`config.mk`:
```
export PLATFORM = sky130hd
export DESIGN_NAME = pico_sample_feeder
export DESIGN_NICKNAME = d
export VERILOG_FILES = /design/src/rtl/pico_sample_feeder.sv
export SDC_FILE = /design/constraint.sdc
export NUM_CORES = 1
export LEC_CHECK = 0
export BUFFER_PORTS_ARGS = -buffer_cell sky130_fd_sc_hd__buf_4
export CAP_MARGIN = 20
export CORE_MARGIN = 2
export CORE_UTILIZATION = 60
export DETAILED_ROUTE_END_ITERATION = 10
export PLACE_DENSITY = 0.81
export SYNTH_ARGS = -nofsm -noshare
export SYNTH_HDL_FRONTEND = slang
export SYNTH_SLANG_ARGS = --single-unit
```
`constraint.sdc`:
```
create_clock -name clk -period 3.6 [get_ports clk]
set_input_delay 0.36 -clock clk [delete_from_list [all_inputs] [get_ports clk]]
set_output_delay 0.36 -clock clk [all_outputs]
set_load 0.01 [all_outputs]
```
`src/rtl/pico_sample_feeder.sv`:
```
// pico_sample_feeder
//   Producer side of the PicoBlaze sample-input interface. Signed 16-bit audio
//   samples are converted to an 8-bit magnitude byte and buffered in a small
//   FIFO. Each byte is offered on a stable data_out with a single-cycle
//   data_ready pulse (the interrupt request). The next byte is offered only
//   after data_ack and a minimum idle gap. An unacknowledged byte is re-pulsed
//   after ACK_TIMEOUT cycles.
//
// Ports
//   clk            system clock
//   reset_n        asynchronous active-low reset
//   sample_in      signed audio sample (two's complement)
//   sample_valid   sample_in valid this cycle
//   sample_ready   FIFO not full (from registered count)
//   data_out       magnitude byte presented to the processor
//   data_ready     one-cycle pulse marking a (re)presented byte
//   data_ack       interrupt acknowledge, any-cycle pulse
//   overflow_count samples dropped while full, saturating
//   retry_count    timeout re-pulses issued, saturating
//   busy           FSM not idle or FIFO not empty
module pico_sample_feeder #(
    parameter int DEPTH       = 8,
    parameter int MIN_GAP     = 4,
    parameter int ACK_TIMEOUT = 1024
) (
    input  logic        clk,
    input  logic        reset_n,
    input  logic [15:0] sample_in,
    input  logic        sample_valid,
    output logic        sample_ready,
    output logic [7:0]  data_out,
    output logic        data_ready,
    input  logic        data_ack,
    output logic [7:0]  overflow_count,
    output logic [7:0]  retry_count,
    output logic        busy
);

    localparam int AW = $clog2(DEPTH);
    localparam int TW = (ACK_TIMEOUT > 1) ? $clog2(ACK_TIMEOUT) : 1;
    localparam int GW = (MIN_GAP > 1) ? $clog2(MIN_GAP) : 1;

    localparam logic [TW-1:0] T_LAST     = TW'(ACK_TIMEOUT - 1);
    localparam logic [GW-1:0] G_LAST     = GW'((MIN_GAP > 0) ? MIN_GAP - 1 : 0);
    localparam logic [AW:0]   FULL_COUNT = (AW + 1)'(DEPTH);

    localparam logic [1:0] S_IDLE     = 2'd0;
    localparam logic [1:0] S_PRESENT  = 2'd1;
    localparam logic [1:0] S_WAIT_ACK = 2'd2;
    localparam logic [1:0] S_GAP      = 2'd3;

    // With no gap configured, acknowledgement returns straight to IDLE.
    localparam logic [1:0] S_AFTER_ACK = (MIN_GAP == 0) ? S_IDLE : S_GAP;

    logic [1:0]    state;
    logic [TW-1:0] tcnt;
    logic [GW-1:0] gcnt;

    logic [7:0]    mem [DEPTH];
    logic [AW-1:0] wptr;
    logic [AW-1:0] rptr;
    logic [AW:0]   count;

    logic [14:0]   mag;
    logic [7:0]    mag_byte;
    logic          push;
    logic          pop;

    // Magnitude: only bits [14:0] matter once 0x8000 is saturated separately,
    // so the negation is done at 15 bits.
    always_comb begin
        if (sample_in == 16'h8000) begin
            mag = 15'h7FFF;
        end else if (sample_in[15]) begin
            mag = 15'd0 - sample_in[14:0];
        end else begin
            mag = sample_in[14:0];
        end
    end

    assign mag_byte = 8'(mag >> 7);

    assign sample_ready = (count != FULL_COUNT);
    assign push         = sample_valid && sample_ready;
    assign pop          = (state == S_IDLE) && (count != '0);
    assign data_ready   = (state == S_PRESENT);
    assign busy         = (state != S_IDLE) || (count != '0);

    // Storage is not reset; resetting the pointers and count discards it.
    always_ff @(posedge clk) begin
        if (push) begin
            mem[wptr] <= mag_byte;
        end
    end

    always_ff @(posedge clk or negedge reset_n) begin
        if (!reset_n) begin
            wptr           <= '0;
            rptr           <= '0;
            count          <= '0;
            overflow_count <= '0;
        end else begin
            if (push) begin
                wptr <= wptr + AW'(1);
            end
            if (pop) begin
                rptr <= rptr + AW'(1);
            end
            case ({push, pop})
                2'b10:   count <= count + (AW + 1)'(1);
                2'b01:   count <= count - (AW + 1)'(1);
                default: count <= count;
            endcase
            if (sample_valid && !sample_ready && (overflow_count != 8'hFF)) begin
                overflow_count <= overflow_count + 8'd1;
            end
        end
    end

    always_ff @(posedge clk or negedge reset_n) begin
        if (!reset_n) begin
            state       <= S_IDLE;
            data_out    <= '0;
            tcnt        <= '0;
            gcnt        <= '0;
            retry_count <= '0;
        end else begin
            case (state)
                S_IDLE: begin
                    if (pop) begin
                        data_out <= mem[rptr];
                        state    <= S_PRESENT;
                    end
                end
                S_PRESENT: begin
                    tcnt <= '0;
                    // An ack coincident with the pulse already counts.
                    if (data_ack) begin
                        gcnt  <= '0;
                        state <= S_AFTER_ACK;
                    end else begin
                        state <= S_WAIT_ACK;
                    end
                end
                S_WAIT_ACK: begin
                    if (data_ack) begin
                        gcnt  <= '0;
                        state <= S_AFTER_ACK;
                    end else if (tcnt == T_LAST) begin
                        if (retry_count != 8'hFF) begin
                            retry_count <= retry_count + 8'd1;
                        end
                        state <= S_PRESENT;
                    end else begin
                        tcnt <= tcnt + TW'(1);
                    end
                end
                S_GAP: begin
                    if (gcnt == G_LAST) begin
                        state <= S_IDLE;
                    end else begin
                        gcnt <= gcnt + GW'(1);
                    end
                end
                default: state <= S_IDLE;
            endcase
        end
    end

endmodule

```
=== After elaboration in Yosys (flattened, before gate mapping) ===
Memories as Yosys holds them, arrays and structs flattened. A register that Yosys moved wholly into a read port is not among the register bits.
Index checks and enable logic that the tools add are counted.

* Input port bits: 20
* Memories: 1
* Memory bits (writable): 64
* Memory bits (read-only): 0
* Latch bits: 0
* Flip-flop bits (word level): 40
* Output and inout bits: 27

* Multiply operators: 0
* Shift-type cells: 0
* Reduce and logical (&&, ||, !) cells: 19
* $lt $le $gt $ge: 0
* Mux-type cells: 17
* Bitwise logic cells: 1
* Add/sub/neg operators: 9
* Div/mod/pow operators: 0
* Eq/ne operators: 18

{| class="wikitable"
|+ Memory list
! name !! depth !! bits a word !! rd ports !! clocked after Yosys merged registers in !! write ports !! RTL line !! RTL
|-
| mem || 8 || 8 || 1 || 1 || 1 || 59 || <nowiki>logic [7:0] mem [DEPTH];</nowiki>
|}

{| class="wikitable"
|+ Operator list
! cell !! count
|-
| $mux 15 || 2
|-
| $mux 10 || 2
|-
| $pmux 10 s2 || 1
|-
| $add 8x1->8 const B || 2
|-
| $eq 16x16->1 const B || 1
|-
| $ne 8x8->1 const B || 2
|-
| $sub 1x15->15 const A || 1
|-
| $mux 2 || 6
|-
| $add 10x1->10 const B || 1
|-
| $eq 10x10->1 const B || 1
|-
| $ne 2x2->1 const B || 5
|-
| $reduce_and 3->1 || 3
|-
| $eq 2x2->1 const B || 4
|-
| $pmux 2 s4 || 1
|-
| $pmux 4 s2 || 1
|-
| $reduce_bool 2->1 || 4
|-
| $add 3x1->3 const B || 2
|-
| $add 4x1->4 const B || 1
|-
| $eq 2x1->1 const B || 2
|-
| $logic_and 1x1->1 || 4
|-
| $ne 4x4->1 const B || 1
|-
| $pmux 2 s2 || 1
|-
| $reduce_and 4->1 || 1
|-
| $reduce_bool 4->1 || 1
|-
| other kinds (11) || 14
|}

=== Logic depth before layout (Yosys ltp) ===
* Depth in word-level cells: 4
* Gate-level depth with buffers: 12
* Gate-level depth less buffers: 11

=== Least setup slack after synthesis ===
Ideal clock, no wire load.

* Path type: register -> register
* Start: register count[3]
* End: memory mem[2][0], enable pin
* Arrival time: 1.985 ns
* Setup slack: 1.217 ns
* Clock period less this slack: 2.383 ns
* Cell stages (with the launch flop): 6
* Path through: dfrtp_1 -> nor4b_2 -> nor2b_1 -> clkbuf_1 -> inv_1 -> nor4b_1

* Word-level cells in the longest chain between the ends: 4

{| class="wikitable"
|+ Ends and longest elaborated chain
! element !! RTL line !! RTL
|-
| start, declared || 62 || <nowiki>logic [AW:0] count;</nowiki>
|-
| start signal, assigned || 110 || <nowiki>2'b10: count <= count + (AW + 1)'(1);</nowiki>
|-
| start signal, assigned || 111 || <nowiki>2'b01: count <= count - (AW + 1)'(1);</nowiki>
|-
| start signal, assigned || 112 || <nowiki>default: count <= count;</nowiki>
|-
| $ne 4x4->1 || 83 || <nowiki>assign sample_ready = (count != FULL_COUNT);</nowiki>
|-
| $logic_and 1x1->1 || 84 || <nowiki>assign push = sample_valid && sample_ready;</nowiki>
|-
| $mux 1 || 91 || <nowiki>if (push) begin</nowiki>
|-
| $mux 1 (not written as such) || 92 || <nowiki>mem[wptr] <= mag_byte;</nowiki>
|-
| end, declared || 59 ||
|}

No other way between the ends.

=== Final worst setup path ===
* Start: register count[2]
* End: register count[2]

* Word-level cells in the longest chain between the ends: 4
* Elaborated cells on any way between the ends: 10

{| class="wikitable"
|+ Ends and longest elaborated chain
! element !! RTL line !! RTL
|-
| $reduce_bool 4->1 (*) || 85 || <nowiki>assign pop = (state == S_IDLE) && (count != '0);</nowiki>
|-
| $logic_and 1x1->1 (*) || 85 ||
|-
| via pop || 67 || <nowiki>logic pop;</nowiki>
|-
| $eq 2x1->1 or $eq 2x2->1 (tied branches) || 109 || <nowiki>case ({push, pop})</nowiki>
|-
| $pmux 4 s2 or $reduce_bool 2->1 (tied branches) || -- ||
|}

The timed path passes the listed nets; every way through them passes the cells marked *.
A chain may end at the register's enable or synchronous reset.

==> summary.txt <==
Timing
  • Final min period: 2.591 ns
  • Worst hold margin: -0.008225 ns
  • RSZ-0062 raised after global routing: false
  • Setup tns final: 0 ns
  • Slew HR: 45.31%
  • Max Fclk: 385.9 MHz
  • Slew @ Worst Pin: 0.8203 ns
  • Clock skew: 0.005737 ns
  • Worst setup margin: 1.009 ns
  • Final hold vios: 3
  • Period utilization: 71.97%
  • Setup violators final: 0
  • Final Slew Violations: 0

Status
  • Failing checks: hold timing
  • Outcome: complete, but fails checks

Floorplan
  • Full die area: 9403 sq um
  • Die Y: 96.97 um
  • # rows: 33
  • Initial core utilization: 62.49%
  • I/O Pins: 47
  • CORE AREA: 8299 sq um
  • Chip width: 96.97 um

Placed design
  • Post-place setup slack: 1.046 ns
  • DPL Wire Length: 6.445 mm
  • Placed Cells: 524
  • RD Place Congestion: 0.7629
  • IO Port Bufs: 46

Global routing
  • First-pass GRT wire length: 14.94 mm
  • Pin count of the biggest net entering global routing: 49
  • Overall Global Routing Usage: 19.74%
  • Grt ovf: 0
  • Initial antenna violation count: 0
  • Vias in the first global route: 3137

Synth
  • Primary FF master, synth: edfxtp_1
  • Yosys cell types: 64
  • EDFF count, synth: 64
  • Mapped Nets: 410
  • Register area share after synthesis: 60.22%
  • Ys async rst share: 42.86%
  • Syn Area/Cell: 13.76 sq um
  • Post-Syn Instances: 377
  • Synth warn: 0
  • Seq cells post-synth: 112
  • Synthesized area: 5186 sq um

Cells and area
  • Register cell area after layout: 3123 sq um
  • Layout cells sized above 1: 23.17%
  • Area of the multi-input gates: 1967 sq um
  • Number of fillers in the final layout: 556
  • Post-Layout Cell Count: 541
  • Synth-to-layout area growth: 13.17%
  • # nets final: 464
  • N_diodes: 0

Drt
  • Drt pass-1 iters: 5
  • DRT iter0 DRCs: 136
  • ANT nets after route: 0
  • DR vias/cell: 6.039
  • Wire per inst: 16.88 um
  • Drt total wl: 9.134 mm
  • Routed via count: 3267
  • Remaining DRCs: 0

Pwr
  • Flop pwr share: 48.7%
  • VDD IR max: 0.3752 mV
  • Int Pwr: 2.578 mW
  • Sw Pwr: 1.311 mW
  • Sw Ratio: 33.72%
  • Lkg Pwr: 2.408 nW
  • Combinational share of power: 33.6%
  • Power Dens Cells: 662.6 nW/um^2
  • Clock share of power: 17.7%

Worst setup path
  • Critical path required time: 3.85 ns
  • Critical path class: register to register
  • Setup crit start kind: register
  • R2R depth: 11
  • R2R Setup Slk: 1.01 ns
  • R2r endpoint: count[2]$_DFFE_PN0P_
  • Crit-path max FO: 19
  • Reg2reg start: count[2]$_DFFE_PN0P_
  • Critical path origin: count[2]$_DFFE_PN0P_
  • CP Capture Type: register
  • Crit path DAT: 2.84 ns

Clock tree
  • H-tree levels: 3
  • CTS Sinks: 112
  • TritonCTS Buffers: 9
  • Clock transition at path regs: 0.10 ns
  • Hold buffer count at CTS: 0
  • Bufs on Longest Clock Path: 2
  • Postcts setup bufs: 0
  • Root Buffer: clkbuf_8
  • Post_cts resized: 0
  • Worst skew pair latency: 0.36 ns
  • TritonCTS clock tree: yes

Hold path
  • Min-delay worst type: input pin to async pin

Flow run
  • Max-Cap Viols: 0
-- layer usage --
metal | global-route usage (%) | wire, um
met4 | 5.092 | 50
met5 | 0 | 0
met3 | 4.769 | 381
met2 | 33.28 | 4678
met1 | 26.03 | 4024
-- power by group through the flow --
| stage | clock [mW] | combinational (mW) | sequential (mW) |
|---|---|---|---|
| finish | 0.688 | 1.31 | 1.89 |
| global route | 0.757 | 1.45 | 1.93 |
| CTS | 0.709 | 1.25 | 1.93 |
| detailed placement | 0 | 1.24 | 1.96 |
| global placement | 0 | 1.19 | 1.94 |
| floorplan | 0 | 0.991 | 1.80 |
-- state kept, by name, indices dropped and copies added, names as in the netlist --
register	count
wptr	3
tcnt	10
mem	64
retry_count	8
data_out	8
state	2
overflow_count	8
rptr	3
gcnt	2
count	4
-- cell usage in the layout (no fill, tap or decap), drive strengths merged, types with 5 or more instances in the layout --
cell,Yosys,layout
ha,13,13
a21oi,11,11
o21ai,13,13
and3,13,13
dfrtp,48,48
xor2,11,11
nand4,5,5
buf,8,55
inv,10,14
nand2,30,30
nor2b,5,5
clkbuf,4,11
edfxtp,64,64
mux2i,9,9
mux4,16,16
nor2,14,14
mux2,6,6
nand3,14,14
xnor2,12,12
nor3,13,13
-- worst max path at each step --
stage          slack (ns)  cells after the start                    to
4_1_cts               1.0                     11  count[2]$_DFFE_PN0P_
2_1_floorplan        1.22                      5   mem[2][0]$_DFFE_PP_
3_5_place_dp         1.05                     11  count[2]$_DFFE_PN0P_
5_1_grt              0.78                     11  count[2]$_DFFE_PN0P_
6_report             1.01                     11  count[2]$_DFFE_PN0P_
3_3_place_gp         1.10                     11  count[2]$_DFFE_PN0P_
-- cells in the mapped netlist, drive strengths merged (4+ instances only) --
library cell / n / area share (%)
a21oi: 11 / 1.1
mux4: 16 / 6.9
nor2b: 5 / 0.60
nand2: 30 / 2.2
xnor2: 12 / 2.0
mux2i: 9 / 1.7
a211o: 4 / 0.68
dfrtp: 48 / 23
nand4: 5 / 0.89
nor2: 14 / 1.0
xor2: 11 / 1.9
nand2b: 4 / 0.48
edfxtp: 64 / 37
mux2: 6 / 1.3
nand3: 14 / 1.4
clkbuf: 4 / 0.31
inv: 10 / 0.72
o21ai: 13 / 1.3
and3: 13 / 1.6
ha: 13 / 3.1
nor3: 13 / 1.4
buf: 8 / 0.82
a22o: 4 / 0.68
-- critical path, stage by stage (launching register included) --
cell	delay, ns
dfrtp_1	0.47
nor4_1	0.43
nand2b_1	0.16
buf_4	0.21
inv_2	0.08
ha_1	0.24
xor2_1	0.18
ha_1	0.19
a21oi_1	0.14
xor2_1	0.15
nor2_1	0.07
xor2_1	0.14
-- layout make-up --
class,count,area share (%)
multi-input cells,243,33.51
clock buffers,11,2.238
repair buffers,55,7.376
flip-flops and latches,112,53.21
inverters,10,0.6395
well taps,105,2.238
clock inverters,5,0.7887
-- per-stage QoR --
stage               utilization, %  hold WS [ns]  cell area (sq um)  power, mW
floorplan                        -       0.06441               5186      2.795
global placement             68.25        0.4087               5664      3.125
detailed placement           68.25        0.4118               5664      3.198
CTS                          70.39      0.007777               5842      3.890
global route                 70.72       0.02554               5869      4.134
finish                       70.72     -0.008225               5869      3.889
-- logic make-up after synthesis --
kind of cell / count (synthesis) / share of synthesized area, %
adders and majority gates: 13 / 3.136
buffers and inverters: 22 / 1.857
xor gates and xnor gates: 23 / 3.884
muxes: 31 / 9.988
and+or+nand+nor: 118 / 12.57
DFF: 112 / 60.22
AOI/OAI and AO/OA: 58 / 8.347
Power figures use the tool's default switching activity.
